[config.mk]
export PLATFORM = sky130hd
export DESIGN_NAME = sram_rw_port_ctrl
export DESIGN_NICKNAME = d
export VERILOG_FILES = /design/src/rtl/sram_rw_port_pkg.sv /design/src/rtl/sram_resp_fifo.sv /design/src/rtl/sram_rw_port_ctrl.sv
export SDC_FILE = /design/constraint.sdc
export NUM_CORES = 1
export LEC_CHECK = 0
export ABC_AREA = 1
export BUFFER_PORTS_ARGS = -buffer_cell sky130_fd_sc_hd__buf_2
export CAP_MARGIN = 20
export CORE_UTILIZATION = 46
export CTS_BUF_LIST = sky130_fd_sc_hd__clkbuf_8 sky130_fd_sc_hd__clkbuf_16
export DETAILED_ROUTE_END_ITERATION = 16
export PLACE_DENSITY = 0.77
export SLEW_MARGIN = 10
export SYNTH_ARGS = -nofsm -noshare
export SYNTH_HDL_FRONTEND = slang
export SYNTH_SLANG_ARGS = --single-unit
[constraint.sdc]
create_clock -name clock -period 2.8 [get_ports clock]
set_input_delay 0.42 -clock clock [delete_from_list [all_inputs] [get_ports clock]]
set_output_delay 0.42 -clock clock [all_outputs]
set_load 0.01 [all_outputs]
[src/rtl/sram_rw_port_pkg.sv]
// Shared widths, request bundle and pointer sizing for the RW0 port controller.
// Latency: n/a (declarations only).
// Backpressure: n/a.
package sram_rw_port_pkg;

  localparam int DEF_ADDR_W     = 8;
  localparam int DEF_DATA_W     = 64;
  localparam int DEF_MASK_W     = 8;
  localparam int DEF_RESP_DEPTH = 2;

  // Request bundle at the default widths.
  typedef struct packed {
    logic                  write;
    logic [DEF_ADDR_W-1:0] addr;
    logic [DEF_MASK_W-1:0] wmask;
    logic [DEF_DATA_W-1:0] wdata;
  } req_t;

  // Pointer width for a circular buffer; a 1-entry buffer still needs one bit.
  function automatic int ptr_w(input int depth);
    return (depth > 1) ? $clog2(depth) : 1;
  endfunction

endpackage

[src/rtl/sram_resp_fifo.sv]
// Response FIFO holding captured read data until the consumer takes it.
// Latency: push visible at pop_data/count the cycle after the push edge.
// Backpressure: none internally; the caller never pushes when full unless also popping.
// Ports: clock/reset (sync, active-high), push/push_data, pop, pop_data (head), count.
module sram_resp_fifo
  import sram_rw_port_pkg::*;
#(
  parameter int DEPTH  = DEF_RESP_DEPTH,
  parameter int DATA_W = DEF_DATA_W,
  localparam int CNT_W = $clog2(DEPTH + 1)
) (
  input  logic              clock,
  input  logic              reset,
  input  logic              push,
  input  logic [DATA_W-1:0] push_data,
  input  logic              pop,
  output logic [DATA_W-1:0] pop_data,
  output logic [CNT_W-1:0]  count
);

  localparam int PTR_W = ptr_w(DEPTH);

  logic [DATA_W-1:0] mem [DEPTH];
  logic [PTR_W-1:0]  wr_ptr;
  logic [PTR_W-1:0]  rd_ptr;

  // Head entry is never overwritten while occupied: at full, the write slot
  // equals the head only when the head is being popped on the same edge.
  assign pop_data = mem[rd_ptr];

  always_ff @(posedge clock) begin
    if (reset) begin
      wr_ptr <= '0;
      rd_ptr <= '0;
      count  <= '0;
      for (int i = 0; i < DEPTH; i++) begin
        mem[i] <= '0;
      end
    end else begin
      if (push) begin
        mem[wr_ptr] <= push_data;
        wr_ptr      <= (wr_ptr == PTR_W'(DEPTH - 1)) ? '0 : wr_ptr + PTR_W'(1);
      end
      if (pop) begin
        rd_ptr <= (rd_ptr == PTR_W'(DEPTH - 1)) ? '0 : rd_ptr + PTR_W'(1);
      end
      case ({push, pop})
        2'b10:   count <= count + CNT_W'(1);
        2'b01:   count <= count - CNT_W'(1);
        default: count <= count;
      endcase
    end
  end

endmodule

[src/rtl/sram_rw_port_ctrl.sv]
// Front-end for a single-port RW0 SRAM: issues reads/writes, captures read data, queues responses.
// Latency: request drives the macro combinationally; read response valid 2 cycles after fire.
// Backpressure: writes always accepted; reads accepted only when a FIFO slot is guaranteed.
// Ports: clock/reset (sync, active-high); req_* valid/ready request channel; resp_* valid/ready
// response channel; sram_* to/from the macro RW0 pins. Optional stat_reads/stat_writes/
// stat_stalls counters exist only when SRAM_RW_PORT_STATS_EN is defined.
module sram_rw_port_ctrl
  import sram_rw_port_pkg::*;
#(
  parameter int ADDR_W     = DEF_ADDR_W,
  parameter int DATA_W     = DEF_DATA_W,
  parameter int MASK_W     = DEF_MASK_W,
  parameter int RESP_DEPTH = DEF_RESP_DEPTH
) (
  input  logic              clock,
  input  logic              reset,
  input  logic              req_valid,
  output logic              req_ready,
  input  logic              req_write,
  input  logic [ADDR_W-1:0] req_addr,
  input  logic [MASK_W-1:0] req_wmask,
  input  logic [DATA_W-1:0] req_wdata,
  output logic              resp_valid,
  input  logic              resp_ready,
  output logic [DATA_W-1:0] resp_rdata,
  output logic [ADDR_W-1:0] sram_addr,
  output logic              sram_en,
  output logic              sram_wmode,
  output logic [MASK_W-1:0] sram_wmask,
  output logic [DATA_W-1:0] sram_wdata,
  input  logic [DATA_W-1:0] sram_rdata
`ifdef SRAM_RW_PORT_STATS_EN
  ,
  output logic [31:0]       stat_reads,
  output logic [31:0]       stat_writes,
  output logic [31:0]       stat_stalls
`endif
);

  localparam int CNT_W = $clog2(RESP_DEPTH + 1);

  logic              inflight;
  logic [CNT_W-1:0]  count;
  logic [CNT_W:0]    occ;
  logic              pop;
  logic              rd_ok;
  logic              fire;
  logic              rd_fire;
  logic              wr_fire;
  logic [ADDR_W-1:0] last_addr;
  logic [DATA_W-1:0] last_wdata;

  assign resp_valid = (count != '0);
  assign pop        = resp_valid & resp_ready;

  // Slots committed after this edge: queued + the read still in the macro,
  // minus the one leaving now. A pop frees its slot for a read in the same cycle.
  assign occ   = {1'b0, count} + (CNT_W + 1)'(inflight) - (CNT_W + 1)'(pop);
  assign rd_ok = (occ < (CNT_W + 1)'(RESP_DEPTH));

  assign req_ready = !reset && (req_write || rd_ok);
  assign fire      = req_valid & req_ready;
  assign rd_fire   = fire & !req_write;
  assign wr_fire   = fire & req_write;

  // Idle cycles replay the last issued address/data so the pins never float to X.
  assign sram_en    = fire;
  assign sram_wmode = wr_fire;
  assign sram_wmask = wr_fire ? req_wmask : '0;
  assign sram_addr  = fire ? req_addr : last_addr;
  assign sram_wdata = fire ? req_wdata : last_wdata;

  always_ff @(posedge clock) begin
    if (reset) begin
      inflight   <= 1'b0;
      last_addr  <= '0;
      last_wdata <= '0;
    end else begin
      inflight <= rd_fire;
      if (fire) begin
        last_addr  <= req_addr;
        last_wdata <= req_wdata;
      end
    end
  end

  // Macro data is valid the cycle after issue; capture it on that edge.
  sram_resp_fifo #(
    .DEPTH  (RESP_DEPTH),
    .DATA_W (DATA_W)
  ) u_resp_fifo (
    .clock     (clock),
    .reset     (reset),
    .push      (inflight),
    .push_data (sram_rdata),
    .pop       (pop),
    .pop_data  (resp_rdata),
    .count     (count)
  );

`ifdef SRAM_RW_PORT_STATS_EN
  always_ff @(posedge clock) begin
    if (reset) begin
      stat_reads  <= '0;
      stat_writes <= '0;
      stat_stalls <= '0;
    end else begin
      if (rd_fire && stat_reads != '1) begin
        stat_reads <= stat_reads + 32'd1;
      end
      if (wr_fire && stat_writes != '1) begin
        stat_writes <= stat_writes + 32'd1;
      end
      if (req_valid && !req_ready && stat_stalls != '1) begin
        stat_stalls <= stat_stalls + 32'd1;
      end
    end
  end
`endif

endmodule
# --- Word level (Yosys, flattened, before mapping) ---
# Memory sizes are Yosys's and may differ from the RTL's. A register that Yosys moved wholly into a read port is not among the register bits.
# Cells that the tools add are included.
word_totals:
  in_bits: 149
  mem_count: 1
  ramBits: 128
  elab_cells: 43
  regBits: 77
mem_list:
  columns: ["name", "depth", "width", "rd", "rd_ports_with_merged_regs", "write_ports", "line", "text"]
  rows:
  - ["u_resp_fifo.mem", 2, 64, 1, 1, 2, "sram_resp_fifo.sv:23", "logic [DATA_W-1:0] mem [DEPTH];"]
classes:
  mux: 16
  reduce_logical: 7
  eq_ne: 2
  order_cmp: 1
  addsub: 6
  n_bitwise: 4
op_table:
  columns: ["op", "count"]
  rows:
  - ["$mux W64", 2]
  - ["$reduce_or A64 Y1", 1]
  - ["$mux W8", 2]
  - ["$mux W1", 11]
  - ["$and A1 B1 Y1", 4]
  - ["$pmux W2 S2", 1]
  - ["$reduce_bool A2 Y1", 2]
  - ["$add A2 B1 Y3", 1]
  - ["$lt A3 B2 Y1 const B", 1]
  - ["$sub A3 B1 Y3", 1]
  - ["$add A1 B1 Y1 const B", 2]
  - ["$add A2 B1 Y2 const B", 1]
  - ["$eq A2 B1 Y1 const B", 1]
  - ["$eq A2 B2 Y1 const B", 1]
  - ["$logic_not A1 Y1", 2]
  - ["$sub A2 B1 Y2 const B", 1]
  - ["$logic_and A1 B1 Y1", 1]
  - ["$logic_or A1 B1 Y1", 1]

# --- Longest topological paths before layout ---
# Gate-level depths: netlist of run 1.
logic_depth:
  ltp_word: 9
  depth_mapped: 16

# --- Modules after synthesis ---
# Synthesis of run 1 repeated with hierarchy kept, for this count alone.
hier_totals:
  cells_unflattened: 1094
  area_unflattened_um2: 9678.0
by_module_without_submodules:
  columns: ["mod", "instances", "area_per_inst_um2", "cells_per_inst"]
  rows:
  - ["sram_resp_fifo", 1, 5693.0, 437]
  - ["sram_rw_port_ctrl", 1, 3985.1, 657]

# --- Worst setup path before layout of run 1 ---
# OpenSTA, ideal clock, no wires.
synth_path:
  path_kind: "register to output"
  start: "register u_resp_fifo.count[1]"
  end: "output sram_wmask[0]"
  stages_incl_launch_ff: 14
  n_path_buf: 0
  setup_slack_ns: -0.135
  arrival_time_ns: 2.515
  path_cell_list: "dfxtp_1 inv_2 nand2_1 nand2_1 inv_1 ha_1 or2_2 fa_1 nand3_1 nand2_2 nand3_4 inv_2 nand2_1 nor2_1"
synth_between:
  elab_chain_len: 9
  elab_cells_between_ends: 10
  cone_classes: "add/sub (2); order compare (1); mux (1); bitwise (3); reduce/logical (3)"
synth_rtl:
  columns: ["element", "line", "text"]
  rows:
  - ["from (decl)", "sram_resp_fifo.sv:18", "output logic [CNT_W-1:0] count"]
  - ["from (signal assigned)", "sram_resp_fifo.sv:48", "2'b10: count <= count + CNT_W'(1);"]
  - ["from (signal assigned)", "sram_resp_fifo.sv:49", "2'b01: count <= count - CNT_W'(1);"]
  - ["from (signal assigned)", "sram_resp_fifo.sv:50", "default: count <= count;"]
  - ["$reduce_bool A2 Y1", "sram_rw_port_ctrl.sv:53", "assign resp_valid = (count != '0);"]
  - ["via resp_valid", "sram_rw_port_ctrl.sv:23", "output logic resp_valid,"]
  - ["$and A1 B1 Y1", "sram_rw_port_ctrl.sv:54", "assign pop = resp_valid & resp_ready;"]
  - ["via pop", "sram_rw_port_ctrl.sv:45", "logic pop;"]
  - ["$sub A3 B1 Y3", "sram_rw_port_ctrl.sv:58", "assign occ = {1'b0, count} + (CNT_W + 1)'(inflight) - (CNT_W + 1)'(pop);"]
  - ["$lt A3 B2 Y1", "sram_rw_port_ctrl.sv:59", "assign rd_ok = (occ < (CNT_W + 1)'(RESP_DEPTH));"]
  - ["$logic_or A1 B1 Y1", "sram_rw_port_ctrl.sv:61", "assign req_ready = !reset && (req_write || rd_ok);"]
  - ["$logic_and A1 B1 Y1", "sram_rw_port_ctrl.sv:61", null]
  - ["$and A1 B1 Y1", "sram_rw_port_ctrl.sv:62", "assign fire = req_valid & req_ready;"]
  - ["via sram_en", "sram_rw_port_ctrl.sv:27", "output logic sram_en,"]
  - ["$and A1 B1 Y1", "sram_rw_port_ctrl.sv:64", "assign wr_fire = fire & req_write;"]
  - ["$mux W8", "sram_rw_port_ctrl.sv:69", "assign sram_wmask = wr_fire ? req_wmask : '0;"]
  - ["to (decl)", "sram_rw_port_ctrl.sv:29", "output logic [MASK_W-1:0] sram_wmask,"]
# The timed path passes the listed nets, and every way through them passes these cells.

# --- Final worst setup path of run 1 ---
layout_path:
  start: "register u_resp_fifo.count[1]"
  end: "output sram_wdata[23]"
layout_between:
  elab_chain_len: 8
  elab_cells_between_ends: 9
  cone_classes: "add/sub (2); order compare (1); mux (1); bitwise (2); reduce/logical (3)"
layout_rtl:
  columns: ["element", "line", "text"]
  rows:
  - ["$reduce_bool A2 Y1", "sram_rw_port_ctrl.sv:53", null]
  - ["$and A1 B1 Y1", "sram_rw_port_ctrl.sv:54", null]
  - ["via pop", "sram_rw_port_ctrl.sv:45", null]
  - ["$sub A3 B1 Y3", "sram_rw_port_ctrl.sv:58", null]
  - ["$lt A3 B2 Y1", "sram_rw_port_ctrl.sv:59", null]
  - ["$logic_or A1 B1 Y1", "sram_rw_port_ctrl.sv:61", null]
  - ["$logic_and A1 B1 Y1", "sram_rw_port_ctrl.sv:61", null]
  - ["$and A1 B1 Y1", "sram_rw_port_ctrl.sv:62", null]
  - ["$mux W64", null, null]
  - ["to (decl)", "sram_rw_port_ctrl.sv:30", "output logic [DATA_W-1:0] sram_wdata,"]
# The timed path passes the listed nets, and every way through them passes these cells.

==> reports/metrics.yaml, run 1 <==
outcome: "finished with violations"
failed_checks: "negative setup slack"
die_area_um2: 21100
insertion_delay_ps: 510
setup_violations: 90
wl_per_cell_um: 17.1
ys_types: 19
cp_num_buf_inv: 6
slew_headroom_pct: 35.5
fin_crit_sh_pct: 124
routed_wl_um: 30500
initial_core_util_pct: 46.9
core_um2: 20200
postRouteAntennaNets: 0
r2r_cells: 23
synth_edf_count: 128
rsz0062_at_grt: "true"
num_vias: 8961
swShare_pct: 29.2
critPathKind: "reg2out"
final_util_pct: 72.1
yosysSeqAreaShare_pct: 57.2
crit_chain: "inv_2 -> nand2_2 -> nand2_2 -> inv_2 -> ha_4 -> or2_4 -> fa_1 -> nand3_2 -> nand2_4 -> buf_12 -> clkbuf_16 -> nand4_1 -> nand2_4 -> inv_2 -> buf_6"
crit_family: "simple AND/OR/NAND/NOR gates"
yosysMostFrequentCell: "inv_1"
ir_drop_uv: 522
synthTopCellsByArea: "edfxtp_1 (41%), dfxtp_1 (17%), inv_1 (12%)"
fillers: 1263
instances_no_fill: 1780
seq_area_um2: 5410
drv_slew: 0
grt_pass1_wl_um: 42600
clock_sinks: 206
die_w_um: 145
min_path_type: "in2reg"
drive_gt1_share_pct: 49.7
min_from: "sram_rdata[18]"
p_comb_share_pct: 31.7
power_frac_clock_pct: 30.2
placed_cell_area_um2: 11500
post-place-cells: 1637
grt_max_degree: 74
p_leak_nw: 7.60
yosysTopAreaCell: "edfxtp_1"
num_rows: 52
die-height_um: 145
cp.required_ps: 2380
drt-initial-drc-count: 436
synthArstFlopShare_pct: 0
ctsHoldBuffers: 0
dr.pass1.iters: 5
ios: 297
r2r-end: "last_wdata[17]"
path_common_cell: "inv_2"
fin_ws_ps: -674
antenna_found_initial: 0
netlist_area_um2: 9450
synthToLayoutAreaGrowth_pct: 53.8
synth-main-ff-cell: "edfxtp_1"
synth_common_cells: "inv_1 (295), nor2_1 (209), nand2_1 (154)"
synth.avg_cell_area_um2: 8.74
fin_skew_ps: 18.1
p_per_area_nw_per_um2: 631
cts_tree: "yes"
ys_ff_latch: 206
vias_per_cell: 5.03
clockRootBuffer: "clkbuf_16"
drc: 0
holdPathStages: 3
cts_buffer_depth: 3
slowest_delay_ps: 520
synthCells: 1081
startpoint_type: "flop"
whs_endpoint: "u_resp_fifo.mem[1][18]"
p_int_mw: 6.49
synth_top_cell_area_share_pct: 40.7
max_freq_ghz: 0.288
max_cap_violations: 0
syn-num-nets: 1233
fin_crit_ps: 3470
switching_power_mw: 2.68
grt_pass1_vias: 8827
dp.final_hpwl_um: 14200
crit_slowest_cell: "fa_1"
nets: 1648
fin_hold_ws_ps: 230
reg2reg_from: "u_resp_fifo.count[1]"
fin_area_um2: 14500
multi_input_area_um2: 3480
cp_max_fo: 8
worst-r2r-setup-slack_ps: -660
end_kind: "primary output"
clk_pin_slew_ps: 60
place_ws_ps: -254
yosys_warnings: 0
grtUsageTotal_pct: 25.2
globalplace.congestion: 0.799
place.port_buffers: 296
overflow: 0
diodes: 0
power_frac_seq_pct: 38.1
worstPathArrival_ps: 3050
worst_pin_slew_ps: 967
hold_viol: 0
cts_buffers: 22
h-tree-depth: 1
[stage by stage]
step,power [mW],setup TNS [ps]
2_1_floorplan,4.49,0
3_3_place_gp,5.13,-14860
3_5_place_dp,5.16,-16410
4_1_cts,8.71,-55760
5_1_grt,9.53,-64710
6_report,9.17,-53460
[cells by family after synthesis]
logic type	count (synthesis)	share of synthesized area, %
flops	206	57.2
compound gates	10	0.529
simple gates	441	19.7
buf+inv	357	14.5
fa+ha+maj	3	0.476
mux	64	7.62
[repair_timing]
action                                  4_1_cts  5_1_grt
setup buffers                               113       18
pin swaps                                    14       12
gates resized for setup                     181      194
cloned                                        9        7
endpoints found under the setup margin       83      101
[layout by cell type, fill, tap and decap left out, types with 2 or more instances in the layout]
master / instances
nor2_4: 8
clkbuf_16: 28
o21ai_0: 4
buf_12: 10
nor2_2: 13
nand3_2: 2
nand2_4: 67
nor2_1: 188
dfxtp_2: 3
inv_1: 256
buf_6: 87
dfxtp_1: 75
nand4_1: 72
nand2_8: 2
mux2_2: 64
edfxtp_1: 128
nand2_1: 28
buf_4: 90
buf_16: 10
inv_2: 49
clkinv_2: 2
buf_2: 246
clkbuf_8: 2
a21oi_1: 5
nand2_2: 59
[sequential cells by signal, indices dropped and copies added (netlist names), named ones only]
signal and flops:
last_addr 8, u_resp_fifo.wr_ptr 1, inflight 1, u_resp_fifo.mem 128, last_wdata 64, u_resp_fifo.count 2, u_resp_fifo.rd_ptr 1
[power by group through the flow]
stage	sequential, mW	clock [mW]	combinational (mW)
after CTS	3.48	2.78	2.45
after detailed placement	3.54	0	1.61
after global placement	3.53	0	1.60
final	3.49	2.77	2.91
after global routing	3.51	2.95	3.07
after floorplan	3.53	0	0.961
[worst min-delay path, stage by stage]
cell and delay [ps]:
buf_2 80, inv_1 40, nor2_1 80
[worst max path at each step]
stage | start | to | cells past startpoint
after detailed placement | resp_ready | sram_wdata[19] | 13
after floorplan | u_resp_fifo.count[1] | sram_addr[1] | 14
after global placement | resp_ready | sram_wdata[20] | 13
final | u_resp_fifo.count[1] | sram_wdata[23] | 15
after CTS | u_resp_fifo.count[0] | sram_wdata[24] | 16
after global routing | u_resp_fifo.count[1] | sram_wdata[44] | 16
[per-layer routing]
metal / part of all wire (%) / global-route usage, % / up-vias / wire [um]
li1: - / - / 4112 / -
met1: 35 / 28.3 / 4152 / 10600
met2: 51 / 45.8 / 545 / 15700
met3: 8.7 / 4.83 / 152 / 2640
met4: 5.3 / 11.9 / 0 / 1610
met5: 0 / 0 / - / 0
[layout make-up]
class	instances	share of cell area, %
flip-flops and latches	206	37.2
repair buffers	449	24.1
multi-input cells	519	23.9
inverters	298	7.79
clock buffers	25	4.15
well taps	270	2.32
clock inverters	13	0.533
No activity file was read; power rests on OpenSTA's default activity.
==> run 2, diff against run 1 <==
CORE_UTILIZATION = 40   (was 46)
GPL_TIMING_DRIVEN = 0   (was unset)
PLACE_DENSITY = 0.69   (was 0.77)
==> reports/metrics.yaml, run 2 (synthesis gave the netlist of run 1 again) <==
cp_max_fo: 10
drt-initial-drc-count: 536
p_comb_share_pct: 31.7
power_frac_seq_pct: 36.5
clock_sinks: 206
failed_checks: "negative setup slack"
h-tree-depth: 1
antenna_found_initial: 0
crit_start: "u_resp_fifo.count[0]"
die_w_um: 156
grt_max_degree: 55
fillers: 1643
max_freq_ghz: 0.279
hold_viol: 0
setup_violations: 95
mostFrequentLayoutCells: "buf_2 (244), inv_1 (237), nor2_1 (183)"
vias_per_cell: 4.98
nets: 1684
startpoint_type: "flop"
largest_register_ff_count: 128
clockRootBuffer: "clkbuf_16"
ir_drop_uv: 469
total_power_mw: 9.57
layout_commonest_cell: "buf_2"
p_leak_nw: 7.57
synthToLayoutAreaGrowth_pct: 57.4
worstPathArrival_ps: 3160
cp.required_ps: 2380
cts_tree: "yes"
rsz0062_at_grt: "true"
max_cap_violations: 0
outcome: "finished with violations"
critPathKind: "reg2out"
fin_crit_ps: 3580
switching_power_mw: 2.90
top_register: "u_resp_fifo.mem"
slew_headroom_pct: 27.3
clk_pin_slew_ps: 60
whs_endpoint: "u_resp_fifo.mem[1][40]"
overflow: 0
swShare_pct: 30.3
globalplace.congestion: 0.823
r2r-end: "last_wdata[38]"
wl_per_cell_um: 18.2
ios: 297
drv_slew: 0
top_regs: "u_resp_fifo.mem (128), last_wdata (64), last_addr (8)"
die-height_um: 156
placed_cell_area_um2: 11500
worst-r2r-setup-slack_ps: -750
min_path_type: "in2reg"
instances_no_fill: 1861
ctsHoldBuffers: 0
place.port_buffers: 295
num_vias: 9261
insertion_delay_ps: 500
die_area_um2: 24300
p_int_mw: 6.67
min_from: "sram_rdata[40]"
dr.pass1.iters: 5
initial_core_util_pct: 41.3
drc: 0
fin_crit_sh_pct: 128
cts_buffers: 23
drive_gt1_share_pct: 51.7
fin_skew_ps: 15.1
worst_pin_slew_ps: 1090
grtUsageTotal_pct: 25.4
grt_pass1_wl_um: 47900
fin_ws_ps: -778
cts_buffer_depth: 3
power_frac_clock_pct: 31.8
post-place-cells: 1691
fin_area_um2: 14900
end_kind: "primary output"
routed_wl_um: 33800
reg2reg_from: "u_resp_fifo.count[0]"
postRouteAntennaNets: 0
p_per_area_nw_per_um2: 644
dp.final_hpwl_um: 16700
diodes: 0
holdPathStages: 3
grt_pass1_vias: 9382
core_um2: 22900
r2r_cells: 22
num_rows: 55
run 2: worst max path at each step:
| stage | endpoint | slack, ps |
|---|---|---|
| floorplan | sram_addr[1] | 20 |
| global placement | u_resp_fifo.mem[0][7] | -570 |
| detailed placement | sram_addr[3] | -520 |
| CTS | sram_wdata[47] | -650 |
| global route | sram_addr[5] | -860 |
| finish | sram_addr[5] | -780 |
run 2: per-layer routing:
layer | vias up | global-route usage, % | share of wire, %
li1 | 4186 | - | -
met1 | 4294 | 28.7 | 36
met2 | 595 | 45.8 | 48
met3 | 186 | 5.36 | 9.7
met4 | 0 | 11.8 | 5.8
met5 | - | 0 | 0
run 2: cell type report:
type                       instances  area, um^2  area share, %
sequential                       206        5410           36.3
multi-input combinational        521        3630           24.4
timing repair buffer             425        3230           21.7
inverter                         298        1140           7.65
clock buffer                      26         628           4.22
tap                              313         392           2.63
buffer                            57         328           2.20
clock inverter                    15         131          0.883
run 2: through the flow:
step / hold slack, ps / utilization (%) / setup TNS (ps) / setup slack (ps)
5_1_grt: 220 / 64.9 / -69810 / -859
6_report: 226 / 64.9 / -59890 / -778
2_1_floorplan: 425 / - / 0 / 16.3
4_1_cts: 213 / 63.2 / -57560 / -653
3_5_place_dp: 445 / 50.1 / -35140 / -516
3_3_place_gp: 436 / 49.8 / -99880 / -570
run 2: repair_timing:
item,in CTS,in global routing
gates resized for setup,302,250
pin swaps,8,28
cloned,10,1
setup endpoints to repair,85,103
buffers inserted,156,37
run 2: critical path: stages (launching register included):
cell	delay, ps
dfxtp_2	340
inv_2	40
nand2_2	70
nand2_2	70
inv_4	70
ha_4	190
or2_4	220
fa_1	530
nand3_4	130
nand2_8	130
buf_4	150
buf_6	150
nand4_1	190
nand2_4	170
inv_2	60
buf_6	120
run 2: power groups by stage:
stage	registers (mW)	logic (mW)	clock network, mW
floorplan	3.53	0.961	0
global placement	3.54	1.55	0
detailed placement	3.54	1.56	0
CTS	3.48	2.63	3.06
global route	3.51	3.19	3.19
finish	3.49	3.04	3.05
==> run 3, diff against run 2 <==
PLACE_DENSITY = 0.66   (was 0.69)
clock period = 4 ns   (was 2.8 ns; I/O delays follow)
==> reports/metrics.yaml, run 3 (synthesis gave the netlist of run 1 again) <==
wirelength_met1_um: 9680
postRouteAntennaNets: 0
die_area_um2: 24300
dr_wl_met2_um: 11300
top_register: "u_resp_fifo.mem"
final_util_pct: 53.1
ir_drop_uv: 331
nets: 1559
cp_num_buf_inv: 6
min_from: "sram_rdata[15]"
initial_core_util_pct: 41.3
drc: 0
path_common_cell: "nand2_1"
startpoint_type: "flop"
clockRootBuffer: "clkbuf_16"
grt_pass1_wl_um: 36800
fin_crit_sh_pct: 95.0
setup_violations: 0
clock_sinks: 206
dp.final_hpwl_um: 17200
fillers: 2211
largest_register_ff_count: 128
num_rows: 55
fin_skew_ps: 7.52
routed-wl-met3_um: 1970
cp_num_cells: 15
max_freq_ghz: 0.263
num_vias: 7756
grtUsageTotal_pct: 19.4
top_layer: "met5"
ios: 297
holdPathStages: 3
drv_slew: 0
p_per_area_nw_per_um2: 455
crit_slowest_cell: "fa_1"
outcome: "finished clean"
reg2reg_from: "u_resp_fifo.count[0]"
top_regs: "u_resp_fifo.mem (128), last_wdata (64), last_addr (8)"
crit_family: "simple AND/OR/NAND/NOR gates"
vias_per_cell: 4.46
critPathKind: "reg2out"
die-height_um: 156
placed_cell_area_um2: 11400
swShare_pct: 27.5
p_comb_share_pct: 19.6
p_int_mw: 4.02
h-tree-depth: 1
cp_max_fo: 10
layout_commonest_cell: "buf_2"
mostFrequentLayoutCells: "buf_2 (316), inv_1 (298), nor2_1 (207)"
cts_tree: "yes"
max_cap_violations: 0
worstPathArrival_ps: 3200
ctsHoldBuffers: 0
min_path_type: "in2reg"
grt_max_degree: 46
power_frac_seq_pct: 43.9
crit_start: "u_resp_fifo.count[0]"
fin_crit_ps: 3800
dr.pass1.iters: 4
p_leak_nw: 6.69
r2r-end: "last_wdata[46]"
synthToLayoutAreaGrowth_pct: 28.8
slowest_delay_ps: 490
wl_per_cell_um: 13.6
drive_gt1_share_pct: 30.8
rsz0062_at_grt: "false"
power_frac_clock_pct: 36.5
worst-r2r-setup-slack_ps: 1310
cp.required_ps: 3400
crit_chain: "inv_2 -> nand2_1 -> nand2_1 -> inv_2 -> ha_1 -> or2_2 -> fa_1 -> nand3_1 -> nand2_4 -> buf_4 -> clkbuf_4 -> nand4_1 -> nand2_1 -> inv_1 -> buf_2"
grt_pass1_vias: 7524
end_kind: "primary output"
slew_headroom_pct: 53.0
place.port_buffers: 295
fin_area_um2: 12200
switching_power_mw: 1.52
worst_pin_slew_ps: 706
cts_buffers: 24
die_w_um: 156
globalplace.congestion: 0.845
routed_wl_um: 23600
core_um2: 22900
overflow: 0
hold_viol: 0
drt-initial-drc-count: 240
antenna_found_initial: 2
clk_pin_slew_ps: 60
whs_endpoint: "u_resp_fifo.mem[0][15]"
insertion_delay_ps: 500
r2r_cells: 14
cts_buffer_depth: 3
run 3: changes by cell type in the layout (fill, tap and decap cells not counted), moves of 24 or more:
cell,delta
buf_6,-142
buf_2,+72
nand2_1,+144
nand2_2,-74
inv_2,-55
nor2_1,+24
inv_1,+61
buf_4,-46
nand2_4,-69
run 3: worst register-to-register path, delay by kind of cell, from the launching register on:
kind,cells,cell delay [ps]
AND/OR/NAND/NOR,8,1000
adder cells (fa/ha/maj),2,710
buffers and inverters,4,490
flip-flops,1,350
run 3: routing by layer:
metal,track usage (%),vias up
li1,-,3950
met1,22.9,3471
met2,34.3,285
met3,4.83,48
met4,6.49,2
met5,0,-
run 3: worst max-delay path by stage:
stage,end
after global placement,u_resp_fifo.mem[0][23]
after CTS,sram_wdata[30]
after floorplan,sram_wmask[0]
after detailed placement,sram_wmask[4]
after global routing,sram_addr[4]
final,sram_wdata[51]
run 3: stage by stage:
stage	cells	setup TNS [ps]	setup WS, ps	hold slack [ps]	power, mW
CTS	1737	0	8.16	381	5.60
floorplan	1081	0	841	426	3.12
global route	1738	0	1.60	399	5.82
detailed placement	1691	0	124	444	3.55
global placement	1689	-79040	-645	433	3.54
finish	1738	0	202	410	5.54
run 3: cell type report:
class                   instances  area (um^2)  area share (%)
flip-flops and latches        206         5410            44.4
multi-input cells             518         2700            22.2
repair buffers                300         1550            12.7
inverters                     298         1120            9.19
clock buffers                  25          626            5.14
well taps                     313          392            3.22
plain buffers                  59          270            2.22
clock inverters                18          110           0.904
diodes                          1         2.50          0.0206
run 3: what timing repair did:
action | CTS | global route
gates resized for setup | 4 | 12
buffers inserted | 3 | 0
pin swaps | 1 | 3
endpoints found under the setup margin | 79 | 78
run 3: power by group through the flow:
| stage | logic [mW] | registers, mW | clock network (mW) |
|---|---|---|---|
| after floorplan | 0.650 | 2.47 | 0 |
| after global placement | 1.06 | 2.48 | 0 |
| after detailed placement | 1.07 | 2.48 | 0 |
| after CTS | 1.10 | 2.43 | 2.08 |
| after global routing | 1.22 | 2.45 | 2.15 |
| final | 1.09 | 2.43 | 2.02 |
